File: src/rtl/fp32_pipelined_adder.sv
// fp32_pipelined_adder: binary32 adder, round-to-nearest-even, flush-to-zero.
// Operands sampled at edge N produce dataOut/validOut after edge N+4.
// Register stages: unpack/compare, align, add/sub, normalize, round/pack.
module fp32_pipelined_adder (
    input  logic        clkIn,
    input  logic        rstIn,
    input  logic [31:0] dataAIn,
    input  logic [31:0] dataBIn,
    input  logic        validIn,
    output logic [31:0] dataOut,
    output logic        validOut
);
    localparam logic [31:0] QNAN = 32'h7FC00000;

    logic [4:0] valid_q;

    // stage 1: unpack, flush subnormals, order by magnitude, flag specials
    logic        a_zero, b_zero, a_inf, b_inf, a_nan, b_nan, a_ge_b, nan_d;
    logic [30:0] a_mag, b_mag;
    logic [23:0] a_mant, b_mant;
    logic [7:0]  a_exp, b_exp;
    logic        s1_sign_l_q, s1_sign_s_q, s1_special_q, s1_zero_sign_q;
    logic [7:0]  s1_exp_l_q, s1_exp_diff_q;
    logic [23:0] s1_mant_l_q, s1_mant_s_q;
    logic [31:0] s1_special_val_q;

    // stage 2: aligned operands as 27-bit {mant, guard, round, sticky}
    logic [50:0] align_full;
    logic [26:0] s2_mant_s_d;
    logic        s2_sign_l_q, s2_eff_sub_q, s2_special_q, s2_zero_sign_q;
    logic [7:0]  s2_exp_l_q;
    logic [26:0] s2_mant_l_q, s2_mant_s_q;
    logic [31:0] s2_special_val_q;

    // stage 3: magnitude sum/difference with carry bit
    logic [27:0] s3_sum_d, s3_sum_q;
    logic        s3_sign_l_q, s3_special_q, s3_zero_sign_q;
    logic [7:0]  s3_exp_l_q;
    logic [31:0] s3_special_val_q;

    // stage 4: normalized mantissa and exponent
    logic               lzc_found;
    logic [4:0]         lzc;
    logic [26:0]        s4_mant_d, s4_mant_q;
    logic signed [9:0]  s4_exp_d, s4_exp_q;
    logic               s4_zero_d, s4_zero_q, s4_sign_d, s4_sign_q, s4_special_q;
    logic [31:0]        s4_special_val_q;

    // output stage: rounding and packing
    logic               round_up;
    logic [24:0]        mant_rnd;
    logic signed [9:0]  exp_rnd;
    logic [31:0]        data_d, data_q;

    // Zero operands get exponent and mantissa 0 so they always sort as the smaller side.
    always_comb begin
        a_zero = (dataAIn[30:23] == 8'h00);
        b_zero = (dataBIn[30:23] == 8'h00);
        a_inf  = (dataAIn[30:23] == 8'hFF) && (dataAIn[22:0] == 23'd0);
        b_inf  = (dataBIn[30:23] == 8'hFF) && (dataBIn[22:0] == 23'd0);
        a_nan  = (dataAIn[30:23] == 8'hFF) && (dataAIn[22:0] != 23'd0);
        b_nan  = (dataBIn[30:23] == 8'hFF) && (dataBIn[22:0] != 23'd0);
        a_mag  = a_zero ? 31'd0 : dataAIn[30:0];
        b_mag  = b_zero ? 31'd0 : dataBIn[30:0];
        a_mant = a_zero ? 24'd0 : {1'b1, dataAIn[22:0]};
        b_mant = b_zero ? 24'd0 : {1'b1, dataBIn[22:0]};
        a_exp  = a_zero ? 8'd0 : dataAIn[30:23];
        b_exp  = b_zero ? 8'd0 : dataBIn[30:23];
        a_ge_b = (a_mag >= b_mag);
        nan_d  = a_nan | b_nan | (a_inf & b_inf & (dataAIn[31] ^ dataBIn[31]));
    end

    // Stage 1 register. Zero-result sign is set only when both inputs are negative.
    always_ff @(posedge clkIn or negedge rstIn) begin
        if (!rstIn) begin
            s1_sign_l_q <= 1'b0; s1_sign_s_q <= 1'b0; s1_exp_l_q <= 8'd0; s1_exp_diff_q <= 8'd0;
            s1_mant_l_q <= 24'd0; s1_mant_s_q <= 24'd0; s1_special_q <= 1'b0;
            s1_special_val_q <= 32'd0; s1_zero_sign_q <= 1'b0;
        end else begin
            s1_sign_l_q      <= a_ge_b ? dataAIn[31] : dataBIn[31];
            s1_sign_s_q      <= a_ge_b ? dataBIn[31] : dataAIn[31];
            s1_exp_l_q       <= a_ge_b ? a_exp : b_exp;
            s1_exp_diff_q    <= a_ge_b ? (a_exp - b_exp) : (b_exp - a_exp);
            s1_mant_l_q      <= a_ge_b ? a_mant : b_mant;
            s1_mant_s_q      <= a_ge_b ? b_mant : a_mant;
            s1_special_q     <= nan_d | a_inf | b_inf;
            s1_special_val_q <= nan_d ? QNAN :
                                a_inf ? {dataAIn[31], 8'hFF, 23'd0} : {dataBIn[31], 8'hFF, 23'd0};
            s1_zero_sign_q   <= dataAIn[31] & dataBIn[31];
        end
    end

    // Right-shift the smaller mantissa; everything below the round bit folds into sticky.
    always_comb begin
        align_full = {s1_mant_s_q, 27'd0} >> s1_exp_diff_q;
        if (s1_exp_diff_q >= 8'd27)
            s2_mant_s_d = {26'd0, |s1_mant_s_q};
        else
            s2_mant_s_d = {align_full[50:25], align_full[24] | (|align_full[23:0])};
    end

    // Stage 2 register.
    always_ff @(posedge clkIn or negedge rstIn) begin
        if (!rstIn) begin
            s2_sign_l_q <= 1'b0; s2_eff_sub_q <= 1'b0; s2_exp_l_q <= 8'd0; s2_mant_l_q <= 27'd0;
            s2_mant_s_q <= 27'd0; s2_special_q <= 1'b0; s2_special_val_q <= 32'd0; s2_zero_sign_q <= 1'b0;
        end else begin
            s2_sign_l_q      <= s1_sign_l_q;
            s2_eff_sub_q     <= s1_sign_l_q ^ s1_sign_s_q;
            s2_exp_l_q       <= s1_exp_l_q;
            s2_mant_l_q      <= {s1_mant_l_q, 3'b000};
            s2_mant_s_q      <= s2_mant_s_d;
            s2_special_q     <= s1_special_q;
            s2_special_val_q <= s1_special_val_q;
            s2_zero_sign_q   <= s1_zero_sign_q;
        end
    end

    // L is never smaller than S, so the difference cannot go negative.
    always_comb begin
        if (s2_eff_sub_q)
            s3_sum_d = {1'b0, s2_mant_l_q} - {1'b0, s2_mant_s_q};
        else
            s3_sum_d = {1'b0, s2_mant_l_q} + {1'b0, s2_mant_s_q};
    end

    // Stage 3 register.
    always_ff @(posedge clkIn or negedge rstIn) begin
        if (!rstIn) begin
            s3_sum_q <= 28'd0; s3_sign_l_q <= 1'b0; s3_exp_l_q <= 8'd0;
            s3_special_q <= 1'b0; s3_special_val_q <= 32'd0; s3_zero_sign_q <= 1'b0;
        end else begin
            s3_sum_q         <= s3_sum_d;
            s3_sign_l_q      <= s2_sign_l_q;
            s3_exp_l_q       <= s2_exp_l_q;
            s3_special_q     <= s2_special_q;
            s3_special_val_q <= s2_special_val_q;
            s3_zero_sign_q   <= s2_zero_sign_q;
        end
    end

    // Normalize: carry shifts right into sticky, otherwise leading-zero left shift.
    always_comb begin
        lzc       = 5'd0;
        lzc_found = 1'b0;
        for (int i = 26; i >= 0; i--) begin
            if (!lzc_found) begin
                if (s3_sum_q[i]) lzc_found = 1'b1;
                else             lzc = lzc + 5'd1;
            end
        end
        if (s3_sum_q[27]) begin
            s4_mant_d = {s3_sum_q[27:2], s3_sum_q[1] | s3_sum_q[0]};
            s4_exp_d  = $signed({2'b00, s3_exp_l_q}) + 10'sd1;
        end else begin
            s4_mant_d = s3_sum_q[26:0] << lzc;
            s4_exp_d  = $signed({2'b00, s3_exp_l_q}) - $signed({5'd0, lzc});
        end
        s4_zero_d = (s3_sum_q == 28'd0) || (!s3_sum_q[27] && (s4_exp_d <= 10'sd0));
        s4_sign_d = (s3_sum_q == 28'd0) ? s3_zero_sign_q : s3_sign_l_q;
    end

    // Stage 4 register.
    always_ff @(posedge clkIn or negedge rstIn) begin
        if (!rstIn) begin
            s4_mant_q <= 27'd0; s4_exp_q <= 10'sd0; s4_zero_q <= 1'b0; s4_sign_q <= 1'b0;
            s4_special_q <= 1'b0; s4_special_val_q <= 32'd0;
        end else begin
            s4_mant_q        <= s4_mant_d;
            s4_exp_q         <= s4_exp_d;
            s4_zero_q        <= s4_zero_d;
            s4_sign_q        <= s4_sign_d;
            s4_special_q     <= s3_special_q;
            s4_special_val_q <= s3_special_val_q;
        end
    end

    // Round to nearest even on G/R/S, renormalize a rounding carry, then pack.
    always_comb begin
        round_up = s4_mant_q[2] & (s4_mant_q[1] | s4_mant_q[0] | s4_mant_q[3]);
        mant_rnd = {1'b0, s4_mant_q[26:3]} + {24'd0, round_up};
        exp_rnd  = s4_exp_q + $signed({9'd0, mant_rnd[24]});
        if (s4_special_q)
            data_d = s4_special_val_q;
        else if (s4_zero_q)
            data_d = {s4_sign_q, 31'd0};
        else if (exp_rnd >= 10'sd255)
            data_d = {s4_sign_q, 8'hFF, 23'd0};
        else
            data_d = {s4_sign_q, exp_rnd[7:0], mant_rnd[24] ? mant_rnd[23:1] : mant_rnd[22:0]};
    end

    // Output register and valid delay line.
    always_ff @(posedge clkIn or negedge rstIn) begin
        if (!rstIn) begin
            data_q  <= 32'd0;
            valid_q <= 5'd0;
        end else begin
            data_q  <= data_d;
            valid_q <= {valid_q[3:0], validIn};
        end
    end

    assign dataOut  = data_q;
    assign validOut = valid_q[4];

endmodule

File: config.mk
export PLATFORM = sky130hd
export DESIGN_NAME = fp32_pipelined_adder
export DESIGN_NICKNAME = d
export VERILOG_FILES = /design/src/rtl/fp32_pipelined_adder.sv
export SDC_FILE = /design/constraint.sdc
export NUM_CORES = 1
export LEC_CHECK = 0
export CAP_MARGIN = 20
export CELL_PAD_IN_SITES_DETAIL_PLACEMENT = 1
export CELL_PAD_IN_SITES_GLOBAL_PLACEMENT = 1
export CORE_ASPECT_RATIO = 2
export CORE_UTILIZATION = 25
export CTS_CLUSTER_SIZE = 28
export DETAILED_ROUTE_END_ITERATION = 12
export DONT_BUFFER_PORTS = 1
export PLACE_DENSITY_LB_ADDON = 0.1
export SLEW_MARGIN = 20
export SYNTH_ARGS = -nofsm -noshare
export SYNTH_HDL_FRONTEND = slang
export SYNTH_SLANG_ARGS = --single-unit
File: constraint.sdc
create_clock -name clkIn -period 19.3 [get_ports clkIn]
set_input_delay 0 -clock clkIn [delete_from_list [all_inputs] [get_ports clkIn]]
set_output_delay 0 -clock clkIn [all_outputs]
set_load 0.01 [all_outputs]
### Word-level counts from Yosys, hierarchy flattened

Cells that the tools add are included.

* eq/ne operators: 2
* $lt $le $gt $ge: 4
* shift operators: 2
* bitwise operators: 14
* reductions and logical operators: 16
* multiplexer cells: 127
* add/subtract/negate cells: 34

Operator list (number)
* $mux W5: 52
* $add A5 B1 Y5 const B: 26
* $mux W31: 4
* $mux W24: 4
* $mux W32: 3
* $mux W1: 55
* $mux W27: 2
* $shr A51 B8 Y51: 1
* $reduce_or A24 Y1: 2
* $logic_not A23 Y1: 2
* $reduce_bool A23 Y1: 2
* $mux W8: 4
* $ge A31 B31 Y1: 1
* $add A27 B27 Y28: 1
* $logic_not A28 Y1: 1
* $mux W28: 1
* $sub A27 B27 Y28: 1
* $shl A27 B5 Y27: 1
* $add A24 B1 Y25: 1
* $mux W23: 1
* $eq A8 B8 Y1 const B: 2
* $logic_not A8 Y1: 2
* $sub A8 B8 Y8: 2
* $add A10 B2 Y10: 1
* 12 further kinds: 27

* bits in registers: 375
* output and inout port bits: 33
* bits of input ports: 67
* logic and storage cells: 230

### Logic depth before layout (Yosys ltp)

Gate-level depths: netlist (run 1).

* word-level depth: 84
* gate-level depth with buffers: 100
* mapped depth without buffers: 99

### Worst setup path after synthesis (run 1)

OpenSTA, ideal clock, no wires.

* path kind: reg2reg
* from: reg s3_sum_q[23]
* to: reg s4_zero_q
* cell stages (with the launch flop): 99
* clock period less this slack: 17.489 ns
* data required time: 19.169 ns
* buffers on the path: 1
* data arrival time: 17.358 ns
* path slack: 1.811 ns
* library setup time: 0.131 ns
* cell sequence: dfrtp_1 or4_4 o21a_1 ha_1 mux2_2 o31a_1 ha_1 nand2_1 nand2_1 ha_1 o21bai_1 a21oi_1 ha_1 nand2b_1 a21oi_1 nand2_1 nand2_1 ha_1 [... 63 more ...] nor4_1 a211oi_1 o211a_1 nand4_1 a21boi_0 o31a_1 o32ai_1 xnor2_2 xor2_2 buf_4 inv_2 ha_1 a211o_1 nor3_1 a41oi_1 xnor2_1 nor4_1 or3_1

* cells in the longest elaborated chain, start to end: 76
* elaborated cells between the ends (all ways): 101
* those cells by class: 24 x add/sub; 1 x order compare; 73 x mux; 3 x reduce/logical

RTL lines
* start: declaration: RTL line 36 `logic [27:0] s3_sum_d, s3_sum_q;`
* start signal: assignment: RTL line 133 `s3_sum_q <= s3_sum_d;`
* $mux W5: RTL line 148 `if (s3_sum_q[i]) lzc_found = 1'b1;`
* $mux W5: RTL line 147 `if (!lzc_found) begin`
* $add A5 B1 Y5: RTL line 149 `else lzc = lzc + 5'd1;`
* $mux W5: RTL line 148
* $mux W5: RTL line 147
* $add A5 B1 Y5: RTL line 149
* $mux W5: RTL line 148
* $mux W5: RTL line 147
* [... 62 more ...]
* $mux W5 (*): RTL line 147
* $sub A8 B5 Y9 (*): RTL line 157 `s4_exp_d = $signed({2'b00, s3_exp_l_q}) - $signed({5'd0, lzc});`
* $mux W10 (*): RTL line 152 `if (s3_sum_q[27]) begin`
* net s4_exp_d[7]: RTL line 45 `logic signed [9:0] s4_exp_d, s4_exp_q;`
* $le A10 B1 Y1 (*): RTL line 159 `s4_zero_d = (s3_sum_q == 28'd0) || (!s3_sum_q[27] && (s4_exp_d <= 10'sd0));`
* $logic_and A1 B1 Y1 (*): RTL line 159
* $logic_or A1 B1 Y1 (*): RTL line 159
* net s4_zero_d: RTL line 46 `logic s4_zero_d, s4_zero_q, s4_sign_d, s4_sign_q, s4_special_q;`
* end signal: assignment: RTL line 171 `s4_zero_q <= s4_zero_d;`
* end: declaration: RTL line 46

Mark *: on every way through the listed nets, which the timed path passes. The rest lies on a longest branch.

### Worst setup path in the final report (run 1)

* from: reg s3_sum_q[24]
* to: reg s4_zero_q

* cells in the longest elaborated chain, start to end: 79
* elaborated cells between the ends (all ways): 105
* those cells by class: 25 x add/sub; 1 x order compare; 76 x mux; 3 x reduce/logical

RTL lines (RTL line)
* $mux W5: 148
* $mux W5: 147
* $add A5 B1 Y5: 149
* $mux W5: 148
* $mux W5: 147
* $add A5 B1 Y5: 149
* $mux W5: 148
* $mux W5: 147
* [... 65 more ...]
* $mux W5 (*): 147
* $sub A8 B5 Y9 (*): 157
* $mux W10 (*): 152
* net s4_exp_d[7]: 45
* $le A10 B1 Y1 (*): 159
* $logic_and A1 B1 Y1 (*): 159
* $logic_or A1 B1 Y1 (*): 159
* net s4_zero_d: 46

Marks and branches as above.

==> flow_metrics.tcl, run 1 <==
set metrics [dict create \
    cp.arrival_ps 18720 \
    syn_nets 2289 \
    crit_path_frequent_cell "ha_1" \
    setup_violations 0 \
    status "completed" \
    rr_startpoint "s3_sum_q[24]$_DFF_PN0_" \
    viasPerCell 5.008 \
    powerDensity_nw_per_um2 116.0 \
    clockBufferDepth 3 \
    die_height_um 382.4 \
    slew_violations 0 \
    area_growth_pct 19.50 \
    grt_pass1_wl_um 100500 \
    max_stage_delay_ps 530 \
    critPathRequiredTime_ps 19790 \
    port_buffers 0 \
    ys_ff_latch 259 \
    gr-total-overflow 0 \
    vias 15620 \
    placed_area_sq_um 19110 \
    initial_utilization_pct 25.24 \
    synth_cell_type_count 84 \
    synth_area_leaders "dfrtp_1 (36%), ha_1 (8.4%), o21ai_0 (4.7%)" \
    finalCritPeriodShare_pct 94.45 \
    ys.flop_type "dfrtp_1" \
    routedWlPerCell_um 21.27 \
    dpl.hpwl_um 53100 \
    antenna_found_initial 1 \
    syn_avg_cell_area_sq_um 8.625 \
    rr_endpoint "s4_zero_q$_DFF_PN0_" \
    design_area_sq_um 21610 \
    numCtsBuffers 28 \
    dieArea_sq_um 73490 \
    timing_hold_violations_final 0 \
    netlist_area_sq_um 18090 \
    drt_iter0_drc 514 \
    period_needed_ps 18230 \
    irDropWorstVdd_uv 77.68 \
    hold_slack_ps 26.61 \
    insertion_delay_ps 620 \
    crit_slowest_cell "or4_4" \
    end_kind "flop" \
    yosys_warnings 0 \
    cts_root_buf "clkbuf_16" \
    worstHoldPathType "in -> async" \
    slew_headroom_pct 20.62 \
    synth_top_area_share_pct 35.83 \
    h-tree-depth 1 \
    crit_start "s3_sum_q[24]$_DFF_PN0_" \
    drtPass1Iterations 4 \
    cp_max_fo 6 \
    rows 139 \
    drc 0 \
    ys_seq_area_share_pct 35.83 \
    yosysTopAreaCell "dfrtp_1" \
    grt_max_degree 260 \
    reg2reg_setup_slack_ps 1070 \
    cts_tree "yes" \
    wl_um 66350 \
    grt_pass1_vias 17150 \
    power.total_w 0.002508 \
    place_congestion 0.9068 \
    synth_cells 2097 \
    cts_num_sinks 259 \
    reg2reg_depth 98 \
    final_nets 2372 \
    critPathKind "reg -> reg" \
    worst_pin_slew_ps 1184 \
    setup.worst_path.start_class "flop" \
    core_region_area_sq_um 71650 \
    grt_use_total_pct 18.08 \
    leakagePower_nw 9.356 \
    skew_ps 57.25 \
    synth_edf_count 0 \
    clkTransAtPathRegs_ps 60 \
    async_flop_share_pct 100.0 \
    max_cap_violations 0 \
    die_w_um 192.2 \
    antenna_left 0 \
    max_freq_mhz 54.86 \
    io_pins 100 \
    drive_above_1_share_pct 9.677 \
    finalSetupTns_ps 0 \
]
## critical path: cells and delay by family, from the launching register on
| family | cells | cell delay [ps] |
|---|---|---|
| xor gates and xnor gates | 3 | 870 |
| AOI/OAI and AO/OA | 31 | 4870 |
| and+or+nand+nor | 30 | 3840 |
| buffers and inverters | 3 | 320 |
| muxes | 9 | 1800 |
| DFF | 1 | 450 |
| adders and majority gates | 22 | 5960 |
## layout by cell type, fill, tap and decap left out, types with 32 or more instances in the layout
master	n
o21ai_0	166
nand3_1	66
nor3_1	48
mux2i_1	79
nand2_1	223
dfrtp_1	255
ha_1	112
nor2b_1	32
inv_1	131
xor2_1	41
dlygate4sd3_1	105
buf_4	61
a21oi_1	124
xnor2_1	63
nor2_1	172
## final cells by class
type	count	area [sq um]
Clock inverter	12	220.2
Tap cell	916	1146
Clock buffer	39	802.0
Multi-Input combinational cell	1586	10870
Inverter	137	516.7
Antenna cell	2	5.005
Sequential cell	259	6486
Fill cell	8399	50040
Timing Repair Buffer	168	1564
## per-stage QoR
step | instances | util, % | worst slack, ps
2_1_floorplan | 2097 | - | 1811
3_3_place_gp | 2939 | 26.67 | 581.5
3_5_place_dp | 2939 | 26.67 | 119.1
4_1_cts | 3096 | 29.61 | 122.1
5_1_grt | 3119 | 30.17 | -47.69
6_report | 3119 | 30.17 | 1072
## repair_timing
action,CTS,global route
hold buffers,106,0
endpoints found under the setup margin,1,35
hold endpoints to repair,330,0
pin swaps,1,23
resized for setup,1,45
buffers inserted,0,20
## power breakdown
part           internal, W  leakage (nW)  total (W)  switching [W]
Sequential        0.000676          3.12   0.000869       0.000193
Combinational     0.000433          5.74    0.00104       0.000612
Clock             0.000358         0.497   0.000594       0.000236
Total              0.00147          9.36    0.00251        0.00104
## layer usage
layer	vias up	track usage, %	share of wire [%]
met5	-	0	0
met4	0	13.18	7.9
met3	178	1.779	2.3
met2	280	37.30	59
met1	7648	15.17	31
li1	7515	-	-
## Yosys cell counts (15+ instances only)
cell type  count
nor4_1        29
nand2_1      227
a21o_1        17
and3_1        23
nand3_1       66
nor3_1        50
a31oi_1       20
clkbuf_1      93
ha_1         121
inv_1        132
dfrtp_1      259
nor2_1       174
mux2_2        26
nand2b_1      25
xnor2_1       64
mux2i_1       79
o21a_1        19
nand4_1       24
a211oi_1      16
o21ai_0      171
a21oi_1      133
nor2b_1       34
xor2_1        41
and2_1        15
## state kept, by name, summed over array words and instances (netlist names), 10 cells and up
name and count:
s1_mant_l_q 24, s2_mant_l_q 24, dataOut 32, s1_mant_s_q 24, s3_sum_q 28, s2_mant_s_q 27, s4_exp_q 10, s4_mant_q 27
## cells by family after synthesis
family,share of synthesized area (%)
simple gates,18.55
compound gates,17.40
flops,35.83
buf+inv,5.347
fa+ha+maj,8.979
mux,7.734
xor+xnor,6.129
other cells,0.02073
## worst max path at each step
stage,endpoint,slack (ps)
final,s4_zero_q$_DFF_PN0_,1070
after global routing,s4_zero_q$_DFF_PN0_,-50
after CTS,s4_zero_q$_DFF_PN0_,120
after detailed placement,s4_zero_q$_DFF_PN0_,120
after floorplan,s4_zero_q$_DFF_PN0_,1810
after global placement,s4_zero_q$_DFF_PN0_,580
Power figures use the tool's default switching activity.
==> run 2, diff against run 1 <==
CORE_MARGIN = 10   (was not set)
CORE_UTILIZATION = 30   (was 25)
==> run 2 against run 1 <==
  * Via count shrank 0.26%
  * Wire length fell by 6.0%
  * Sequential power shrank 1%
  * Flip-flop and latch count stayed put
  * Final cell count shrank 5.3%
  * Design area decreased by 2.1%
  * Largest cell class unchanged
  * Largest power group unchanged
==> flow_metrics.tcl, run 2 (same netlist as run 1, synthesis figures left out) <==
set metrics [dict create \
    crit_path_frequent_cell "ha_1" \
    area_growth_pct 16.96 \
    drt_iter0_drc 541 \
    final_nets 2352 \
    h-tree-depth 1 \
    leakagePower_nw 9.228 \
    hold_slack_ps 34.61 \
    reg2reg_depth 100 \
    max_freq_mhz 54.75 \
    routedWlPerCell_um 21.11 \
    grt_pass1_vias 17110 \
    numCtsBuffers 27 \
    cp.arrival_ps 18710 \
    rr_startpoint "s3_sum_q[24]$_DFF_PN0_" \
    viasPerCell 5.273 \
    finalCritPeriodShare_pct 94.64 \
    initial_utilization_pct 30.19 \
    top_layer_used "met4" \
    setup_violations 0 \
    cp-endpoint "s4_zero_q$_DFF_PN0_" \
    crit_slowest_cell "dfrtp_2" \
    critPathKind "reg -> reg" \
    port_buffers 0 \
    crit_start "s3_sum_q[24]$_DFF_PN0_" \
    clkTransAtPathRegs_ps 60 \
    gr-total-overflow 0 \
    place_congestion 0.8713 \
    io_pins 100 \
    critPathRequiredTime_ps 19750 \
    power.total_w 0.002398 \
    worst_pin_slew_ps 991.6 \
    clockBufferDepth 3 \
    max_stage_delay_ps 430 \
    dieArea_sq_um 71110 \
    reg2reg_setup_slack_ps 1030 \
    worstHoldPathType "in -> async" \
    rr_endpoint "s4_zero_q$_DFF_PN0_" \
    wl_um 62380 \
    route.met3.wl_um 1593 \
    antenna_left 0 \
    powerDensity_nw_per_um2 113.3 \
    antenna_found_initial 0 \
    cts_num_sinks 259 \
    dpl.hpwl_um 50150 \
    end_kind "flop" \
    slew_headroom_pct 33.03 \
    die_w_um 193.6 \
    cts_root_buf "clkbuf_16" \
    design_area_sq_um 21160 \
    routed-wl-met2_um 37080 \
    die_height_um 367.3 \
    period_needed_ps 18270 \
    cts_tree "yes" \
    drive_above_1_share_pct 8.574 \
    drt-met1-wl_um 19370 \
    drc 0 \
    grt_max_degree 260 \
    max_cap_violations 0 \
    grt_pass1_wl_um 96910 \
    skew_ps 17.55 \
    vias 15580 \
    mostFrequentLayoutCell "dfrtp_1" \
    timing_hold_violations_final 0 \
    rows 127 \
    final_cell_mix "dfrtp_1 (256), nand2_1 (226), nor2_1 (173), o21ai_0 (168), inv_1 (131)" \
    slew_violations 0 \
    setup.worst_path.start_class "flop" \
    core_region_area_sq_um 59910 \
    cp_max_fo 7 \
    antenna_cells 0 \
    largest_reg_flops 32 \
    irDropWorstVdd_uv 51.31 \
    grt_use_total_pct 16.97 \
    status "completed" \
    placed_area_sq_um 18850 \
    insertion_delay_ps 580 \
    drtPass1Iterations 5 \
    nFillCells 6939 \
]
==> run 2: cell types whose count changed in the layout (fill, tap and decap cells not counted), moves of 3 or more <==
cell and change:
buf_4 -19, a21oi_2 -3, clkbuf_8 -3, inv_6 +3, nand2_1 +3, nand2_2 -3
==> run 2: worst min path at each step <==
stage / start / end / slack (ps) / cells after the start
detailed placement: rstIn / dataOut[26]$_DFF_PN0_ / -280 / 0
floorplan: rstIn / dataOut[0]$_DFF_PN0_ / -300 / 0
CTS: dataAIn[10] / s1_special_val_q[22]$_DFF_PN0_ / 1 / 4
finish: rstIn / dataOut[26]$_DFF_PN0_ / 30 / 2
global route: rstIn / dataOut[26]$_DFF_PN0_ / 70 / 2
global placement: rstIn / dataOut[24]$_DFF_PN0_ / -290 / 0
==> run 2: repair_timing <==
item	in CTS	in global routing
endpoints found under the setup margin	0	35
buffers inserted	0	13
resized for setup	0	33
hold buffers	105	0
hold endpoints to repair	330	0
==> run 2: power breakdown <==
group / internal [W] / switching (W)
Sequential: 0.000676 / 0.000181
Clock: 0.000314 / 0.000232
Combinational: 0.000408 / 0.000587
==> run 2: area by class of cell <==
| class | instances | area, sq um | area share (%) |
|---|---|---|---|
| Tap cell | 774 | 968.4 | 4.578 |
| Timing Repair Buffer | 149 | 1423 | 6.725 |
| Multi-Input combinational cell | 1586 | 10830 | 51.19 |
| Clock buffer | 33 | 728.2 | 3.442 |
| Sequential cell | 259 | 6485 | 30.65 |
| Inverter | 137 | 514.2 | 2.431 |
| Clock inverter | 17 | 206.4 | 0.9759 |
==> run 2: worst max-delay path, delay by kind of cell, from the launching register on <==
kind	cells	cell delay (ps)
DFF	1	430
xor gates and xnor gates	3	590
AOI/OAI and AO/OA	32	4900
adders and majority gates	24	6550
and+or+nand+nor	29	3390
buffers and inverters	3	390
muxes	9	1890
==> run 2: stage by stage <==
step / TNS, ps / std cells / utilization (%) / setup slack (ps)
after floorplan: 0 / 2097 / - / 1811
after global placement: 0 / 2786 / 31.47 / 837.6
after detailed placement: 0 / 2786 / 31.47 / 95.60
after CTS: 0 / 2941 / 34.82 / 21.78
after global routing: -149.3 / 2955 / 35.31 / -149.3
final: 0 / 2955 / 35.31 / 1034
==> run 2: layer usage <==
layer / up-vias / global-route usage (%)
met5: - / 0
met4: 0 / 11.12
met3: 136 / 1.706
met2: 270 / 35.84
met1: 7723 / 14.10
li1: 7452 / -
